**config.mk**
```make
export PLATFORM = sky130hd
export DESIGN_NAME = fpga_run_ctrl_flat
export DESIGN_NICKNAME = d
export VERILOG_FILES = /design/src/rtl/fpga_run_pkg.sv /design/src/rtl/fpga_run_ctrl_if.sv /design/src/rtl/fpga_run_ctrl_rv_prog_rom.sv /design/src/rtl/fpga_run_ctrl.sv /design/src/flat_wrapper.sv
export SDC_FILE = /design/constraint.sdc
export NUM_CORES = 1
export LEC_CHECK = 0
export CORE_MARGIN = 8
export CORE_UTILIZATION = 33
export DETAILED_ROUTE_END_ITERATION = 10
export GPL_TIMING_DRIVEN = 0
export PLACE_DENSITY = 0.57
export RECOVER_POWER = 100
export SETUP_SLACK_MARGIN = 0.15
export SLEW_MARGIN = 40
export SYNTH_ARGS = -nofsm -noshare
export SYNTH_HDL_FRONTEND = slang
export SYNTH_HIERARCHICAL = 1
export SYNTH_SLANG_ARGS = --single-unit
```
**constraint.sdc**
```tcl
create_clock -name clk -period 11.25 [get_ports clk]
set_clock_uncertainty 0.15 [all_clocks]
set_input_delay 2.25 -clock clk [delete_from_list [all_inputs] [get_ports clk]]
set_output_delay 2.25 -clock clk [all_outputs]
set_load 0.005 [all_outputs]
```
**src/rtl/fpga_run_pkg.sv**
```systemverilog
// fpga_run_pkg
// Shared types and constants for the FPGA run controller:
//   - run_state_e   : controller FSM states
//   - ALU_*         : alu_sel codes
//   - INSN_* / ADDI_* / RTYPE_* : RV32I encodings used by the generated program
//   - ERR_*         : bit positions inside err_in
//   - rtype_insn()  : alu_sel -> R-type instruction x3 = x1 op x2
package fpga_run_pkg;

    typedef enum logic [1:0] {
        ST_IDLE = 2'd0,
        ST_LOAD = 2'd1,
        ST_RUN  = 2'd2,
        ST_DONE = 2'd3
    } run_state_e;

    localparam logic [2:0] ALU_ADD = 3'd0;
    localparam logic [2:0] ALU_SUB = 3'd1;
    localparam logic [2:0] ALU_AND = 3'd2;
    localparam logic [2:0] ALU_OR  = 3'd3;
    localparam logic [2:0] ALU_XOR = 3'd4;
    localparam logic [2:0] ALU_SLL = 3'd5;
    localparam logic [2:0] ALU_SRL = 3'd6;
    localparam logic [2:0] ALU_SLT = 3'd7;

    localparam logic [31:0] INSN_NOP   = 32'h0000_0013;  // addi x0,x0,0
    // Low 20 bits of addi rd,x0,imm; the 12-bit immediate goes on top.
    localparam logic [19:0] ADDI_X1_LO = 20'h00093;
    localparam logic [19:0] ADDI_X2_LO = 20'h00113;

    localparam logic [31:0] RTYPE_ADD = 32'h0020_81B3;
    localparam logic [31:0] RTYPE_SUB = 32'h4020_81B3;
    localparam logic [31:0] RTYPE_AND = 32'h0020_F1B3;
    localparam logic [31:0] RTYPE_OR  = 32'h0020_E1B3;
    localparam logic [31:0] RTYPE_XOR = 32'h0020_C1B3;
    localparam logic [31:0] RTYPE_SLL = 32'h0020_91B3;
    localparam logic [31:0] RTYPE_SRL = 32'h0020_D1B3;
    localparam logic [31:0] RTYPE_SLT = 32'h0020_A1B3;

    // err_in bit positions, MSB first {d_err_dmem, s_err_dmem, d_err_imem, s_err_imem}
    localparam int ERR_S_IMEM = 0;
    localparam int ERR_D_IMEM = 1;
    localparam int ERR_S_DMEM = 2;
    localparam int ERR_D_DMEM = 3;

    function automatic logic [31:0] rtype_insn(input logic [2:0] sel);
        logic [31:0] insn;
        case (sel)
            ALU_ADD: insn = RTYPE_ADD;
            ALU_SUB: insn = RTYPE_SUB;
            ALU_AND: insn = RTYPE_AND;
            ALU_OR:  insn = RTYPE_OR;
            ALU_XOR: insn = RTYPE_XOR;
            ALU_SLL: insn = RTYPE_SLL;
            ALU_SRL: insn = RTYPE_SRL;
            default: insn = RTYPE_SLT;
        endcase
        return insn;
    endfunction

endpackage

```
**src/rtl/fpga_run_ctrl_if.sv**
```systemverilog
// fpga_run_ctrl_if
// Connection between the run controller and the pipelined CPU.
//   imem_we / imem_waddr / imem_wdata : IMEM write port (controller -> CPU)
//   cpu_rst                           : CPU reset (controller -> CPU)
//   loader_done                       : CPU loader-done qualifier (controller -> CPU)
//   cpu_result                        : CPU write-back ResultW (CPU -> controller)
//
// Handshake: the IMEM write port is a pure strobe with no ready. A word is
// written on every clock edge where imem_we is 1; the memory must accept it.
// cpu_result is sampled by the controller without any valid qualifier, at a
// fixed cycle of the run window.
interface fpga_run_ctrl_if #(
    parameter int DATA_W = 32,
    parameter int ADDR_W = 32
);
    logic              imem_we;
    logic [ADDR_W-1:0] imem_waddr;
    logic [DATA_W-1:0] imem_wdata;
    logic              cpu_rst;
    logic              loader_done;
    logic [DATA_W-1:0] cpu_result;

    modport master (
        output imem_we, imem_waddr, imem_wdata, cpu_rst, loader_done,
        input  cpu_result
    );

    modport slave (
        input  imem_we, imem_waddr, imem_wdata, cpu_rst, loader_done,
        output cpu_result
    );
endinterface

```
**src/rtl/fpga_run_ctrl_rv_prog_rom.sv**
```systemverilog
// rv_prog_rom
// Combinational generator of the test program word at a given index.
//   idx      in  : word index within the program
//   op1, op2 in  : operands, placed in addi immediates (zero-extended)
//   alu_sel  in  : selects the R-type operation for word 2
//   insn     out : 32-bit RV32I instruction
// Program: addi x1,x0,op1 ; addi x2,x0,op2 ; x3 = x1 op x2 ; NOP...
module rv_prog_rom
    import fpga_run_pkg::*;
#(
    parameter int OP_W  = 8,
    parameter int IDX_W = 4
) (
    input  logic [IDX_W-1:0] idx,
    input  logic [OP_W-1:0]  op1,
    input  logic [OP_W-1:0]  op2,
    input  logic [2:0]       alu_sel,
    output logic [31:0]      insn
);

    always_comb begin
        insn = INSN_NOP;
        if (idx == IDX_W'(0)) begin
            insn = {12'(op1), ADDI_X1_LO};
        end else if (idx == IDX_W'(1)) begin
            insn = {12'(op2), ADDI_X2_LO};
        end else if (idx == IDX_W'(2)) begin
            insn = rtype_insn(alu_sel);
        end
    end

endmodule

```
**src/rtl/fpga_run_ctrl.sv**
```systemverilog
// fpga_run_ctrl
// Loads a generated RV32I program into the CPU's IMEM while holding the CPU
// in reset, releases it for a fixed run window, captures the write-back
// result at a set cycle and keeps sticky, saturating ECC error counters.
// Ports:
//   clk, rst        : clock, asynchronous active-high reset
//   start           : one-cycle load-and-run request (ignored while busy)
//   auto_rerun      : reload from DONE when the live configuration changes
//   op1, op2, alu_sel : program configuration, latched when a load starts
//   err_in, err_clr : error inputs (sampled only in RUN), clear of flags/counters
//   bus             : IMEM write port, cpu_rst, loader_done, cpu_result
//   busy            : high in LOAD or RUN
//   result, result_valid : captured CPU result
//   err_sticky, err_count : sticky flags and counters (counter i in slice i)
//   dbg_state       : current FSM state
module fpga_run_ctrl
    import fpga_run_pkg::*;
#(
    parameter int DATA_W      = 32,
    parameter int ADDR_W      = 32,
    parameter int OP_W        = 8,
    parameter int PROG_WORDS  = 8,
    parameter int CAPTURE_CYC = 7,
    parameter int RUN_CYCLES  = 32,
    parameter int NUM_ERR     = 4,
    parameter int ERR_CNT_W   = 8
) (
    input  logic                           clk,
    input  logic                           rst,
    input  logic                           start,
    input  logic                           auto_rerun,
    input  logic [OP_W-1:0]                op1,
    input  logic [OP_W-1:0]                op2,
    input  logic [2:0]                     alu_sel,
    input  logic [NUM_ERR-1:0]             err_in,
    input  logic                           err_clr,
    fpga_run_ctrl_if.master                bus,
    output logic                           busy,
    output logic [DATA_W-1:0]              result,
    output logic                           result_valid,
    output logic [NUM_ERR-1:0]             err_sticky,
    output logic [NUM_ERR*ERR_CNT_W-1:0]   err_count,
    output run_state_e                     dbg_state
);

    localparam int IDX_W = $clog2(PROG_WORDS + 1);
    localparam int CNT_W = (RUN_CYCLES > 1) ? $clog2(RUN_CYCLES) : 1;

    run_state_e        state, next_state;
    logic              launch;
    logic              cfg_changed;
    logic [OP_W-1:0]   cfg_op1, cfg_op2;
    logic [2:0]        cfg_sel;
    // load_idx is the index of the NEXT word to put on the write port.
    logic [IDX_W-1:0]  load_idx;
    logic [CNT_W-1:0]  run_cnt;
    logic [IDX_W-1:0]  rom_idx;
    logic [OP_W-1:0]   rom_op1, rom_op2;
    logic [2:0]        rom_sel;
    logic [31:0]       rom_insn;
    logic              run_active;

    assign dbg_state  = state;
    assign run_active = (state == ST_RUN);
    assign cfg_changed = (op1 != cfg_op1) || (op2 != cfg_op2) || (alu_sel != cfg_sel);

    // ---------------- FSM ----------------
    always_ff @(posedge clk or posedge rst) begin
        if (rst) begin
            state <= ST_IDLE;
        end else begin
            state <= next_state;
        end
    end

    always_comb begin
        next_state = state;
        launch     = 1'b0;
        case (state)
            ST_IDLE: begin
                if (start) begin
                    next_state = ST_LOAD;
                    launch     = 1'b1;
                end
            end
            ST_LOAD: begin
                // load_idx == PROG_WORDS means the last word is on the port now.
                if (load_idx == IDX_W'(PROG_WORDS)) begin
                    next_state = ST_RUN;
                end
            end
            ST_RUN: begin
                if (run_cnt == CNT_W'(RUN_CYCLES - 1)) begin
                    next_state = ST_DONE;
                end
            end
            ST_DONE: begin
                if (start || (auto_rerun && cfg_changed)) begin
                    next_state = ST_LOAD;
                    launch     = 1'b1;
                end
            end
            default: next_state = ST_IDLE;
        endcase
    end

    // Word 0 leaves on the same edge that latches the configuration, so the
    // ROM sees the live inputs during a launch and the latched copy afterwards.
    assign rom_idx = launch ? '0 : load_idx;
    assign rom_op1 = launch ? op1 : cfg_op1;
    assign rom_op2 = launch ? op2 : cfg_op2;
    assign rom_sel = launch ? alu_sel : cfg_sel;

    rv_prog_rom #(
        .OP_W  (OP_W),
        .IDX_W (IDX_W)
    ) u_rom (
        .idx     (rom_idx),
        .op1     (rom_op1),
        .op2     (rom_op2),
        .alu_sel (rom_sel),
        .insn    (rom_insn)
    );

    // ---------------- Load / run datapath ----------------
    always_ff @(posedge clk or posedge rst) begin
        if (rst) begin
            cfg_op1         <= '0;
            cfg_op2         <= '0;
            cfg_sel         <= '0;
            load_idx        <= '0;
            run_cnt         <= '0;
            bus.imem_we     <= 1'b0;
            bus.imem_waddr  <= '0;
            bus.imem_wdata  <= '0;
            bus.cpu_rst     <= 1'b1;
            bus.loader_done <= 1'b0;
            busy            <= 1'b0;
            result          <= '0;
            result_valid    <= 1'b0;
        end else begin
            // Control outputs are registered copies of the next state.
            busy            <= (next_state == ST_LOAD) || (next_state == ST_RUN);
            bus.cpu_rst     <= (next_state != ST_RUN);
            bus.loader_done <= (next_state == ST_RUN);
            bus.imem_we     <= 1'b0;

            if (launch) begin
                cfg_op1        <= op1;
                cfg_op2        <= op2;
                cfg_sel        <= alu_sel;
                load_idx       <= IDX_W'(1);
                result_valid   <= 1'b0;
                bus.imem_we    <= 1'b1;
                bus.imem_waddr <= '0;
                bus.imem_wdata <= DATA_W'(rom_insn);
            end else if ((state == ST_LOAD) && (load_idx != IDX_W'(PROG_WORDS))) begin
                load_idx       <= load_idx + IDX_W'(1);
                bus.imem_we    <= 1'b1;
                bus.imem_waddr <= ADDR_W'({load_idx, 2'b00});
                bus.imem_wdata <= DATA_W'(rom_insn);
            end

            if (run_active) begin
                run_cnt <= run_cnt + CNT_W'(1);
                if (run_cnt == CNT_W'(CAPTURE_CYC)) begin
                    result       <= bus.cpu_result;
                    result_valid <= 1'b1;
                end
            end else begin
                run_cnt <= '0;
            end
        end
    end

    // ---------------- Error flag / counter bank ----------------
    for (genvar i = 0; i < NUM_ERR; i++) begin : g_err
        logic                 sticky;
        logic [ERR_CNT_W-1:0] cnt;
        logic                 hit;

        assign hit = run_active && err_in[i];

        // A hit in the clear cycle wins: the flag stays set and the count
        // restarts at one.
        always_ff @(posedge clk or posedge rst) begin
            if (rst) begin
                sticky <= 1'b0;
                cnt    <= '0;
            end else if (hit) begin
                sticky <= 1'b1;
                if (err_clr) begin
                    cnt <= ERR_CNT_W'(1);
                end else if (cnt != '1) begin
                    cnt <= cnt + ERR_CNT_W'(1);
                end
            end else if (err_clr) begin
                sticky <= 1'b0;
                cnt    <= '0;
            end
        end

        assign err_sticky[i]                        = sticky;
        assign err_count[i*ERR_CNT_W +: ERR_CNT_W]  = cnt;
    end

endmodule

```
**src/flat_wrapper.sv**
```systemverilog
// flat-port wrapper written by rule: the top's interface ports become plain ports
module fpga_run_ctrl_flat import fpga_run_pkg::*;
#(
    parameter int DATA_W      = 32,
    parameter int ADDR_W      = 32,
    parameter int OP_W        = 8,
    parameter int PROG_WORDS  = 8,
    parameter int CAPTURE_CYC = 7,
    parameter int RUN_CYCLES  = 32,
    parameter int NUM_ERR     = 4,
    parameter int ERR_CNT_W   = 8
)
  (clk, rst, start, auto_rerun, op1, op2, alu_sel, err_in, err_clr, busy, result, result_valid, err_sticky, err_count, dbg_state, bus_imem_we, bus_imem_waddr, bus_imem_wdata, bus_cpu_rst, bus_loader_done, bus_cpu_result);
  fpga_run_ctrl_if #(.DATA_W(DATA_W), .ADDR_W(ADDR_W)) bus_i ();
  input  logic clk;
  input  logic rst;
  input  logic start;
  input  logic auto_rerun;
  input  logic [OP_W-1:0] op1;
  input  logic [OP_W-1:0] op2;
  input  logic [2:0] alu_sel;
  input  logic [NUM_ERR-1:0] err_in;
  input  logic err_clr;
  output logic busy;
  output logic [DATA_W-1:0] result;
  output logic result_valid;
  output logic [NUM_ERR-1:0] err_sticky;
  output logic [NUM_ERR*ERR_CNT_W-1:0] err_count;
  output run_state_e dbg_state;
  output wire logic [$bits(bus_i.imem_we)-1:0] bus_imem_we;
  output wire logic [$bits(bus_i.imem_waddr)-1:0] bus_imem_waddr;
  output wire logic [$bits(bus_i.imem_wdata)-1:0] bus_imem_wdata;
  output wire logic [$bits(bus_i.cpu_rst)-1:0] bus_cpu_rst;
  output wire logic [$bits(bus_i.loader_done)-1:0] bus_loader_done;
  input wire logic [$bits(bus_i.cpu_result)-1:0] bus_cpu_result;
  assign bus_imem_we = bus_i.imem_we;
  assign bus_imem_waddr = bus_i.imem_waddr;
  assign bus_imem_wdata = bus_i.imem_wdata;
  assign bus_cpu_rst = bus_i.cpu_rst;
  assign bus_loader_done = bus_i.loader_done;
  assign bus_i.cpu_result = bus_cpu_result;
  fpga_run_ctrl #(.DATA_W(DATA_W), .ADDR_W(ADDR_W), .OP_W(OP_W), .PROG_WORDS(PROG_WORDS), .CAPTURE_CYC(CAPTURE_CYC), .RUN_CYCLES(RUN_CYCLES), .NUM_ERR(NUM_ERR), .ERR_CNT_W(ERR_CNT_W)) u_core (.clk(clk), .rst(rst), .start(start), .auto_rerun(auto_rerun), .op1(op1), .op2(op2), .alu_sel(alu_sel), .err_in(err_in), .err_clr(err_clr), .bus(bus_i), .busy(busy), .result(result), .result_valid(result_valid), .err_sticky(err_sticky), .err_count(err_count), .dbg_state(dbg_state));
endmodule
```
==> out/results.ini, run 1 <==
[placed_design]
gp_congestion=0.7977
dp_cells=1106
numPortBuffers=169
placed_area_mm2=0.009194
dp_hpwl_mm=13.65

[min_path]
min_path_type=reg -> reg
hold_depth=1
worstHoldStart=u_core/run_cnt[0]$_DFF_PP0_
hold_end=u_core/run_cnt[0]$_DFF_PP0_

[clock_tree]
cts_buffer_depth=2
cts_setup_buffers=0
htreeDepth=4
cts-resized-gates=0
clkLatencyLatePin_ns=0.42
tritoncts=built
cts_sinks=139
hold_buffers=0
clk_pin_slew_ns=0.06
cts_made_buffers=17
root_buffer=clkbuf_16

[critical_path]
max_stage_delay_ns=2.46
reg2reg_slack_ns=7.56
crit_chain=dlygate4sd3_1 > clkinvlp_2 > clkbuf_1
required_ns=10.86
reg2reg_to=u_core/bus.imem_wdata[20]$_DFFE_PP0P_
critPathMaxFanout=62
cp_slowest_cell=clkbuf_1
crit_type=in -> async
timing.rr.start=u_core/cfg_op2[1]$_DFF_PP0_
crit_path_end_kind=async pin
rr_worst_depth=10
arrival_ns=6.31
critPathLaunchType=input port

[logic_synthesis]
synth_cell_type_count=55
synth_area_leaders=dfrtp_1, buf_4, mux2_1
synthFlopType=dfrtp_1
synthCells=619
yosys.area.top_type=dfrtp_1
synth_seq_cells=139
seq_area_frac_synth=0.5013
synth-async-reset-ratio=1.000
synth_area_mm2=0.006942
yosysWarnings=6
netlist.area_leader.share=0.4975
synth_edf_count=0
avgSynthCellArea_um2=11.21

[floorplanning]
start_util=0.3334
placementRows=53
dieArea_mm2=0.02593
die_w_um=161.0
io_pins=199
die_h_um=161.0
coreArea_mm2=0.02082

[route]
wire_per_inst_um=16.18
dr.pass1.iters=4
drt_iter0_markers=193
num_vias=5288
routed_wl_mm=18.42
final_antenna_net_count=0
viasPerCell=4.647
drc=0

[sta]
min_period_ns=6.705
grt_setup_unrepaired=no
fmax_mhz=149.2
finalSetupViolCount=0
finalSetupTns_ns=0
report.final.slew_viol_count=144
worstMarginPinSlew_ns=3.377
period_share=0.5960
hold_viol_final=0
max_slew_margin=-1.252

[run_status]
violations=max-capacitance violations, max-slew violations
status=complete, but fails checks

[cells_and_area]
nets=925
stdcell_area_mm2=0.009703
fill_cells=2002
layout_common_cells=dfrtp_1, dlygate4sd3_1, nor2_1, buf_4, clkdlybuf4s50_1
num_antenna_cells=0
area.sequential_mm2=0.003480
final_cells=1138
final_core_util=0.4660
layout_commonest_cell=dfrtp_1
drive_gt1_frac=0.1390
area_growth_pct=39.78
multiInputGateArea_mm2=0.003009

[global_route]
grt_use_total=0.1444
antenna_found_initial=1
grt_overflow=0
grt_pass1_vias=5467
grt_max_degree=63
grt_pass1_wl_mm=30.17

[run]
timing.max_cap.violations=3

[pwr]
design_power_total_mw=1.919
power_leakage_nw=4.593
vdd_drop_max_uv=104.4
pwr_density_cell_mw_per_mm2=197.8

logic make-up (layout without fill, tap and decap cells):
family,after synthesis,count (layout),synth area share
XOR/XNOR,44,44,0.05552
AND/OR/NAND/NOR,179,179,0.1346
AO/OA/AOI/OAI,67,67,0.07661
adder cells (fa/ha/maj),15,15,0.02704
flip-flops,139,139,0.5013
buffers and inverters,97,300,0.08363
other,3,44,0.001622
multiplexers,75,75,0.1197
flip-flops by register name (all words and copies together) (netlist names):
register                count
u_core/bus.loader_done      1
u_core/bus.imem_waddr       4
u_core/bus.cpu_rst          1
u_core/result              32
u_core/bus.imem_we          1
u_core/g_err.sticky         4
u_core/run_cnt              5
u_core/load_idx             4
u_core/result_valid         1
u_core/cfg_op2              8
u_core/cfg_op1              8
u_core/busy                 1
u_core/bus.imem_wdata      32
u_core/g_err.cnt           32
u_core/cfg_sel              3
u_core/dbg_state            2
through the flow:
stage | hold WS [ns] | worst slack, ns
final | 0.3094 | 4.545
after global routing | 0.3398 | 3.458
after CTS | 0.3132 | 5.941
after detailed placement | 0.3043 | 5.503
after global placement | 0.2979 | 2.738
after floorplan | 0.2748 | 5.127
worst max-delay path: cells and delay by family:
family	cells	cell delay [ns]
buf+inv	3	4.02
how the worst max path moves through the flow:
stage                      start                                     to  slack (ns)  depth (start not counted)
after detailed placement  op2[1]  u_core/bus.imem_wdata[20]$_DFFE_PP0P_        5.50                         11
final                        rst     u_core/g_err[2].cnt[6]$_DFFE_PP0P_        4.55                          3
after floorplan              rst   u_core/bus.imem_waddr[2]$_DFFE_PP0P_        5.13                          1
after global routing         rst     u_core/g_err[2].cnt[6]$_DFFE_PP0P_        3.46                          3
after CTS                 op2[1]  u_core/bus.imem_wdata[20]$_DFFE_PP0P_        5.94                         11
after global placement       rst     u_core/g_err[0].cnt[2]$_DFFE_PP0P_        2.74                          2
power by group:
group,switching [mW],internal [mW]
combinational,0.314,0.330
sequential,0.0726,0.618
clock,0.232,0.353
synth_stat cells (19+ instances only):
master	count
dfrtp_1	138
xor2_1	27
buf_4	52
inv_1	20
a221o_1	19
and3_1	45
nand2_1	25
mux2_1	32
mux2_2	32
nor2_1	52
layout make-up:
type,count,area share
well taps,275,0.03546
flip-flops and latches,139,0.3586
clock buffers,17,0.04384
multi-input cells,424,0.3101
inverters,21,0.008253
repair buffers,171,0.1751
plain buffers,76,0.04926
clock inverters,15,0.01934
layer usage:
metal	part of all wire	vias up	track usage
met3	0.086	14	0.06261
met5	0.00043	-	0
met4	0.0074	2	0.03199
met2	0.46	162	0.2263
li1	-	2546	-
met1	0.44	2564	0.1810
Power figures use the tool's default switching activity.
==> run 2: changes to the inputs <==
--- a/config.mk
+++ b/config.mk
@@ -9,7 +9,7 @@
 export CORE_UTILIZATION = 33
 export DETAILED_ROUTE_END_ITERATION = 10
 export GPL_TIMING_DRIVEN = 0
-export PLACE_DENSITY = 0.57
+export PLACE_DENSITY = 0.59
 export RECOVER_POWER = 100
 export SETUP_SLACK_MARGIN = 0.15
 export SLEW_MARGIN = 40
==> constraint.sdc (replaced) <==
create_clock -name clk -period 6.1 [get_ports clk]
set_clock_uncertainty 0.15 [all_clocks]
set_input_delay 1.22 -clock clk [delete_from_list [all_inputs] [get_ports clk]]
set_output_delay 1.22 -clock clk [all_outputs]
set_load 0.005 [all_outputs]
==> run 2 against run 1 <==
Compared with the run above: the flow now finishes without violations; critical path depth rose by 8; clock power grew 86%; sequential share of layout area down 0.23 points; combinational power up 85%; die area did not move; hold slack improved by 0.00091 ns; global-route usage is 0.13 points lower; final area is 0.63% higher; power grew 85%; setup slack lost 3.2 ns; wire length down 0.55%; critical endpoint is now u_core/bus.imem_wdata[20]$_DFFE_PP0P_.
==> out/results.ini, run 2 (synthesized netlist as in run 1, its figures left out) <==
[critical_path]
timing.rr.start=u_core/cfg_op2[1]$_DFF_PP0_
cpMostUsedCell=clkbuf_1
max_stage_delay_ns=0.60
required_ns=6.24
crit_type=in -> reg
arrival_ns=4.91
cp_slowest_cell=dlygate4sd3_1
crit_chain=dlygate4sd3_1 > xor2_1 > nor4_1 > nand3_1 > o31ai_1 > clkbuf_1 > and2_0 > or3_2 > clkbuf_1 > nor2_1 > mux2_1
critPathLaunchType=input port
startpoint=op2[1]
path_buf_inv=3
critPathMaxFanout=10
critPathTopFamily=buffers and inverters
crit_path_end_kind=flop

[clock_tree]
clkLatencyLatePin_ns=0.41
cts_buffer_depth=2
htreeDepth=4
hold_buffers=0
cts_sinks=139
clk_pin_slew_ns=0.06
cts-resized-gates=0
cts_made_buffers=17
root_buffer=clkbuf_16
tritoncts=built
cts_setup_buffers=0

[placed_design]
dp_cells=1106
dp_hpwl_mm=13.60
placed_area_mm2=0.009194
numPortBuffers=169
gp_congestion=0.7860

[sta]
fmax_mhz=209.7
worstMarginPinSlew_ns=1.265
finalSetupViolCount=0
report.final.slew_viol_count=0
max_slew_margin=0.1490
period_share=0.7817
min_period_ns=4.769
holdWs_ns=0.3103
hold_viol_final=0
grt_setup_unrepaired=no

[cells_and_area]
layout_commonest_cell=dfrtp_1
drive_gt1_frac=0.1414
area_growth_pct=40.66
multiInputGateArea_mm2=0.003009
area.sequential_mm2=0.003480
final_cells=1138
stdcell_area_mm2=0.009764
final_core_util=0.4689
reg_top3=u_core/bus.imem_wdata: 32 flops, u_core/g_err.cnt: 32 flops, u_core/result: 32 flops
nets=925
fill_cells=2010
layout_common_cells=dfrtp_1, dlygate4sd3_1, clkdlybuf4s50_1, nor2_1, buf_4
num_antenna_cells=0

[route]
routed_wl_mm=18.32
drt_iter0_markers=201
wl_met3_mm=1.760
top_layer=met5
wire_per_inst_um=16.10
num_vias=5250
wl_met2_mm=8.342
dr.pass1.iters=4
wl_met1_mm=8.071
drc=0
viasPerCell=4.613
final_antenna_net_count=0

[pwr]
design_power_total_mw=3.551
vdd_drop_max_uv=192.7
pwr_density_cell_mw_per_mm2=363.7
power_leakage_nw=4.612

[floorplanning]
die_w_um=161.0
die_h_um=161.0
io_pins=199
coreArea_mm2=0.02082
start_util=0.3334
placementRows=53
dieArea_mm2=0.02593

[global_route]
grt_overflow=0
grt_pass1_wl_mm=29.98
grt_use_total=0.1430
antenna_found_initial=1
grt_max_degree=60
grt_pass1_vias=5399

[run_status]
status=finished clean

[min_path]
worstHoldStart=u_core/run_cnt[0]$_DFF_PP0_
min_path_type=reg -> reg

[run]
timing.max_cap.violations=0

[run 2: cell count changes in the layout (fill, tap and decap cells not counted), moves of 2 or more]
cell,change
buf_16,+2
clkbuf_1,-2
clkbuf_8,+3
clkdlybuf4s50_1,+5
clkinvlp_4,+2
dlygate4sd3_1,-5
inv_6,-2
[run 2: stage by stage]
step	worst slack, ns	setup TNS [ns]
6_report	1.331	0
5_1_grt	1.077	0
4_1_cts	1.836	0
3_5_place_dp	1.422	0
3_3_place_gp	-1.367	-187.29
2_1_floorplan	1.007	0
[run 2: layout make-up]
type | count | share of cell area
clock buffer | 20 | 0.04780
multi-input combinational | 424 | 0.3082
sequential | 139 | 0.3564
buffer | 76 | 0.04895
clock inverter | 12 | 0.01640
tap | 275 | 0.03524
timing repair buffer | 171 | 0.1789
inverter | 21 | 0.008201
[run 2: power breakdown]
group          internal, mW  leakage (nW)  switching (mW)  total [mW]
Sequential             1.14          1.76           0.137        1.28
Clock                 0.679         0.295           0.406        1.09
Combinational         0.612          2.56           0.578        1.19
Total                  2.43          4.61            1.12        3.55
[run 2: worst reg2reg max path: stages (launching register included)]
cell and delay (ns):
dfrtp_1 0.40, xor2_1 0.15, nor4_1 0.36, nand3_1 0.27
o31ai_1 0.59, clkbuf_1 0.47, and2_0 0.31, or3_2 0.15
clkbuf_1 0.35, nor2_1 0.11, mux2_1 0.29
[run 2: final timing paths]
kind | cells past startpoint | end | slack, ns
worst max-delay path | 11 | u_core/bus.imem_wdata[20]$_DFFE_PP0P_ | 1.33
worst min-delay path | 1 | u_core/run_cnt[0]$_DFF_PP0_ | 0.31
worst max register to register | 10 | u_core/bus.imem_wdata[20]$_DFFE_PP0P_ | 2.37
worst min register to register | 1 | u_core/run_cnt[0]$_DFF_PP0_ | 0.31
max in group asynchronous | 4 | u_core/cfg_op2[3]$_DFF_PP0_ | 3.32
min in group asynchronous | 2 | u_core/result[28]$_DFFE_PP0P_ | 1.35
[run 2: per-layer routing]
metal,global-route usage,vias to the layer above
met2,0.2158,160
met3,0.06617,11
met5,0,-
met4,0.03451,2
met1,0.1827,2543
li1,-,2534
==> run 3: changes to the inputs <==
--- a/config.mk
+++ b/config.mk
@@ -9,7 +9,7 @@
 export CORE_UTILIZATION = 33
 export DETAILED_ROUTE_END_ITERATION = 10
 export GPL_TIMING_DRIVEN = 0
-export PLACE_DENSITY = 0.59
+export PLACE_DENSITY = 0.57
 export RECOVER_POWER = 100
 export SETUP_SLACK_MARGIN = 0.15
 export SLEW_MARGIN = 40
==> constraint.sdc (replaced) <==
create_clock -name clk -period 4.9 [get_ports clk]
set_clock_uncertainty 0.15 [all_clocks]
set_input_delay 0.98 -clock clk [delete_from_list [all_inputs] [get_ports clk]]
set_output_delay 0.98 -clock clk [all_outputs]
set_load 0.005 [all_outputs]
==> run 3 against run 2 <==
Compared with the run above: die area unchanged; via count about the same; wire length is 0.87% higher; sequential share of layout area is 0.073 points higher; hold slack worse by 0.0094 ns; first-iteration DRC count up 20%; combinational power increased by 25%; non-clock buffer count increased by 5; setup slack got worse by 0.70 ns; clock power grew 26%; critical path depth did not move; count of clock-buffer cells in the layout fell by 2; largest cell class unchanged.
==> out/results.ini, run 3 (synthesized netlist as in run 1, its figures left out) <==
[floorplanning]
coreArea_mm2=0.02082
die_h_um=161.0
dieArea_mm2=0.02593
start_util=0.3334
die_w_um=161.0
placementRows=53
io_pins=199

[clock_tree]
cts_setup_buffers=0
hold_buffers=0
htreeDepth=4
cts-resized-gates=0
cts_sinks=139
root_buffer=clkbuf_16
tritoncts=built
clkLatencyLatePin_ns=0.41
cts_made_buffers=17
cts_buffer_depth=2
clk_pin_slew_ns=0.06

[critical_path]
timing.rr.start=u_core/cfg_op2[5]$_DFF_PP0_
crit_path_end_kind=flop
arrival_ns=4.42
required_ns=5.05
critPathLaunchType=input port
crit_type=in -> reg
rr_worst_depth=10
critPathMaxFanout=10
reg2reg_slack_ns=1.44
startpoint=op2[5]
reg2reg_to=u_core/bus.imem_wdata[20]$_DFFE_PP0P_

[route]
num_vias=5245
routed_wl_mm=18.48
drc=0
drt_iter0_markers=241
wire_per_inst_um=16.18
dr.pass1.iters=4
viasPerCell=4.593
final_antenna_net_count=0

[global_route]
antenna_found_initial=1
grt_pass1_vias=5522
grt_pass1_wl_mm=30.17
grt_overflow=0
grt_use_total=0.1443
grt_max_degree=24

[sta]
finalSetupTns_ns=0
finalSetupViolCount=0
setup_ws_ns=0.6294
holdWs_ns=0.3009
report.final.slew_viol_count=0
worstMarginPinSlew_ns=1.364
period_share=0.8716
max_slew_margin=0.09057
grt_setup_unrepaired=no
fmax_mhz=234.2
hold_viol_final=0
min_period_ns=4.271

[cells_and_area]
drive_gt1_frac=0.1373
layout_common_cells=dfrtp_1, dlygate4sd3_1, clkdlybuf4s50_1, nor2_1, buf_4
area.sequential_mm2=0.003480
area_growth_pct=40.37
fill_cells=2039
layout_commonest_cell=dfrtp_1
num_antenna_cells=0
reg_top3=u_core/bus.imem_wdata: 32 flops, u_core/g_err.cnt: 32 flops, u_core/result: 32 flops
multiInputGateArea_mm2=0.003008
nets=930

[pwr]
power_frac_seq=0.357
power_leakage_nw=4.599
vdd_drop_max_uv=287.0
pwr_density_cell_mw_per_mm2=455.8
clkPwrFrac=0.307
switching_share=0.3168
p_int_mw=3.034
combPwrFrac=0.335
power.switching_mw=1.407

[min_path]
hold_end=u_core/run_cnt[0]$_DFF_PP0_
min_path_type=reg -> reg
worstHoldStart=u_core/run_cnt[0]$_DFF_PP0_
hold_depth=1

[placed_design]
dp_hpwl_mm=13.89
pre_cts_ws_ns=0.4676
numPortBuffers=169
gp_congestion=0.8019

[run_status]
status=finished clean

[run]
timing.max_cap.violations=0

[run 3: changes by cell type in the layout (fill, tap and decap cells not counted), sizes merged]
| cell | change |
|---|---|
| buf | -1 |
| bufinv | +1 |
| clkbuf | +4 |
| clkinv | -2 |
| inv | +2 |
[run 3: final cells by class]
| type | instances | share of cell area |
|---|---|---|
| flip-flops and latches | 139 | 0.3571 |
| repair buffers | 176 | 0.1787 |
| plain buffers | 76 | 0.04841 |
| multi-input cells | 424 | 0.3087 |
| inverters | 21 | 0.008218 |
| clock inverters | 13 | 0.01952 |
| clock buffers | 18 | 0.04404 |
| well taps | 275 | 0.03531 |
[run 3: worst max-delay path by stage]
stage                                             to  cells after the start
2_1_floorplan  u_core/bus.imem_wdata[14]$_DFFE_PP0P_                      9
3_3_place_gp   u_core/bus.imem_wdata[20]$_DFFE_PP0P_                     11
3_5_place_dp   u_core/bus.imem_wdata[20]$_DFFE_PP0P_                     11
4_1_cts        u_core/bus.imem_wdata[20]$_DFFE_PP0P_                     11
5_1_grt        u_core/bus.imem_wdata[20]$_DFFE_PP0P_                     11
6_report       u_core/bus.imem_wdata[20]$_DFFE_PP0P_                     11
[run 3: power by group through the flow]
stage / Combinational (mW) / Clock (mW) / Sequential (mW)
final: 1.49 / 1.37 / 1.59
after global routing: 1.66 / 1.46 / 1.63
after CTS: 1.63 / 1.41 / 1.60
after detailed placement: 1.62 / 0 / 1.61
after global placement: 1.60 / 0 / 1.61
after floorplan: 0.930 / 0 / 1.60
[run 3: per-stage QoR]
stage	cell area [µm²]	std cells	total power, mW	utilization
6_report	9744	1142	4.441	0.4680
5_1_grt	9744	1142	4.748	0.4680
4_1_cts	9912	1142	4.637	0.4760
3_5_place_dp	9293	1111	3.238	0.4463
3_3_place_gp	9135	1104	3.210	0.4387
2_1_floorplan	7099	660	2.526	-
[run 3: routing by layer]
layer | vias to the layer above | track usage | part of all wire
met5 | - | 0 | 0.00070
met2 | 159 | 0.2250 | 0.46
met4 | 2 | 0.04082 | 0.0091
met1 | 2514 | 0.1783 | 0.44
li1 | 2555 | - | -
met3 | 15 | 0.06337 | 0.091
[run 3: worst max-delay path, stage by stage]
cell,delay (ns)
dlygate4sd3_1,0.60
xor2_1,0.19
nor4_1,0.46
nand2_1,0.20
o31ai_2,0.43
buf_2,0.32
and2_1,0.26
or3_2,0.15
clkbuf_1,0.40
nor2_1,0.12
mux2_1,0.29
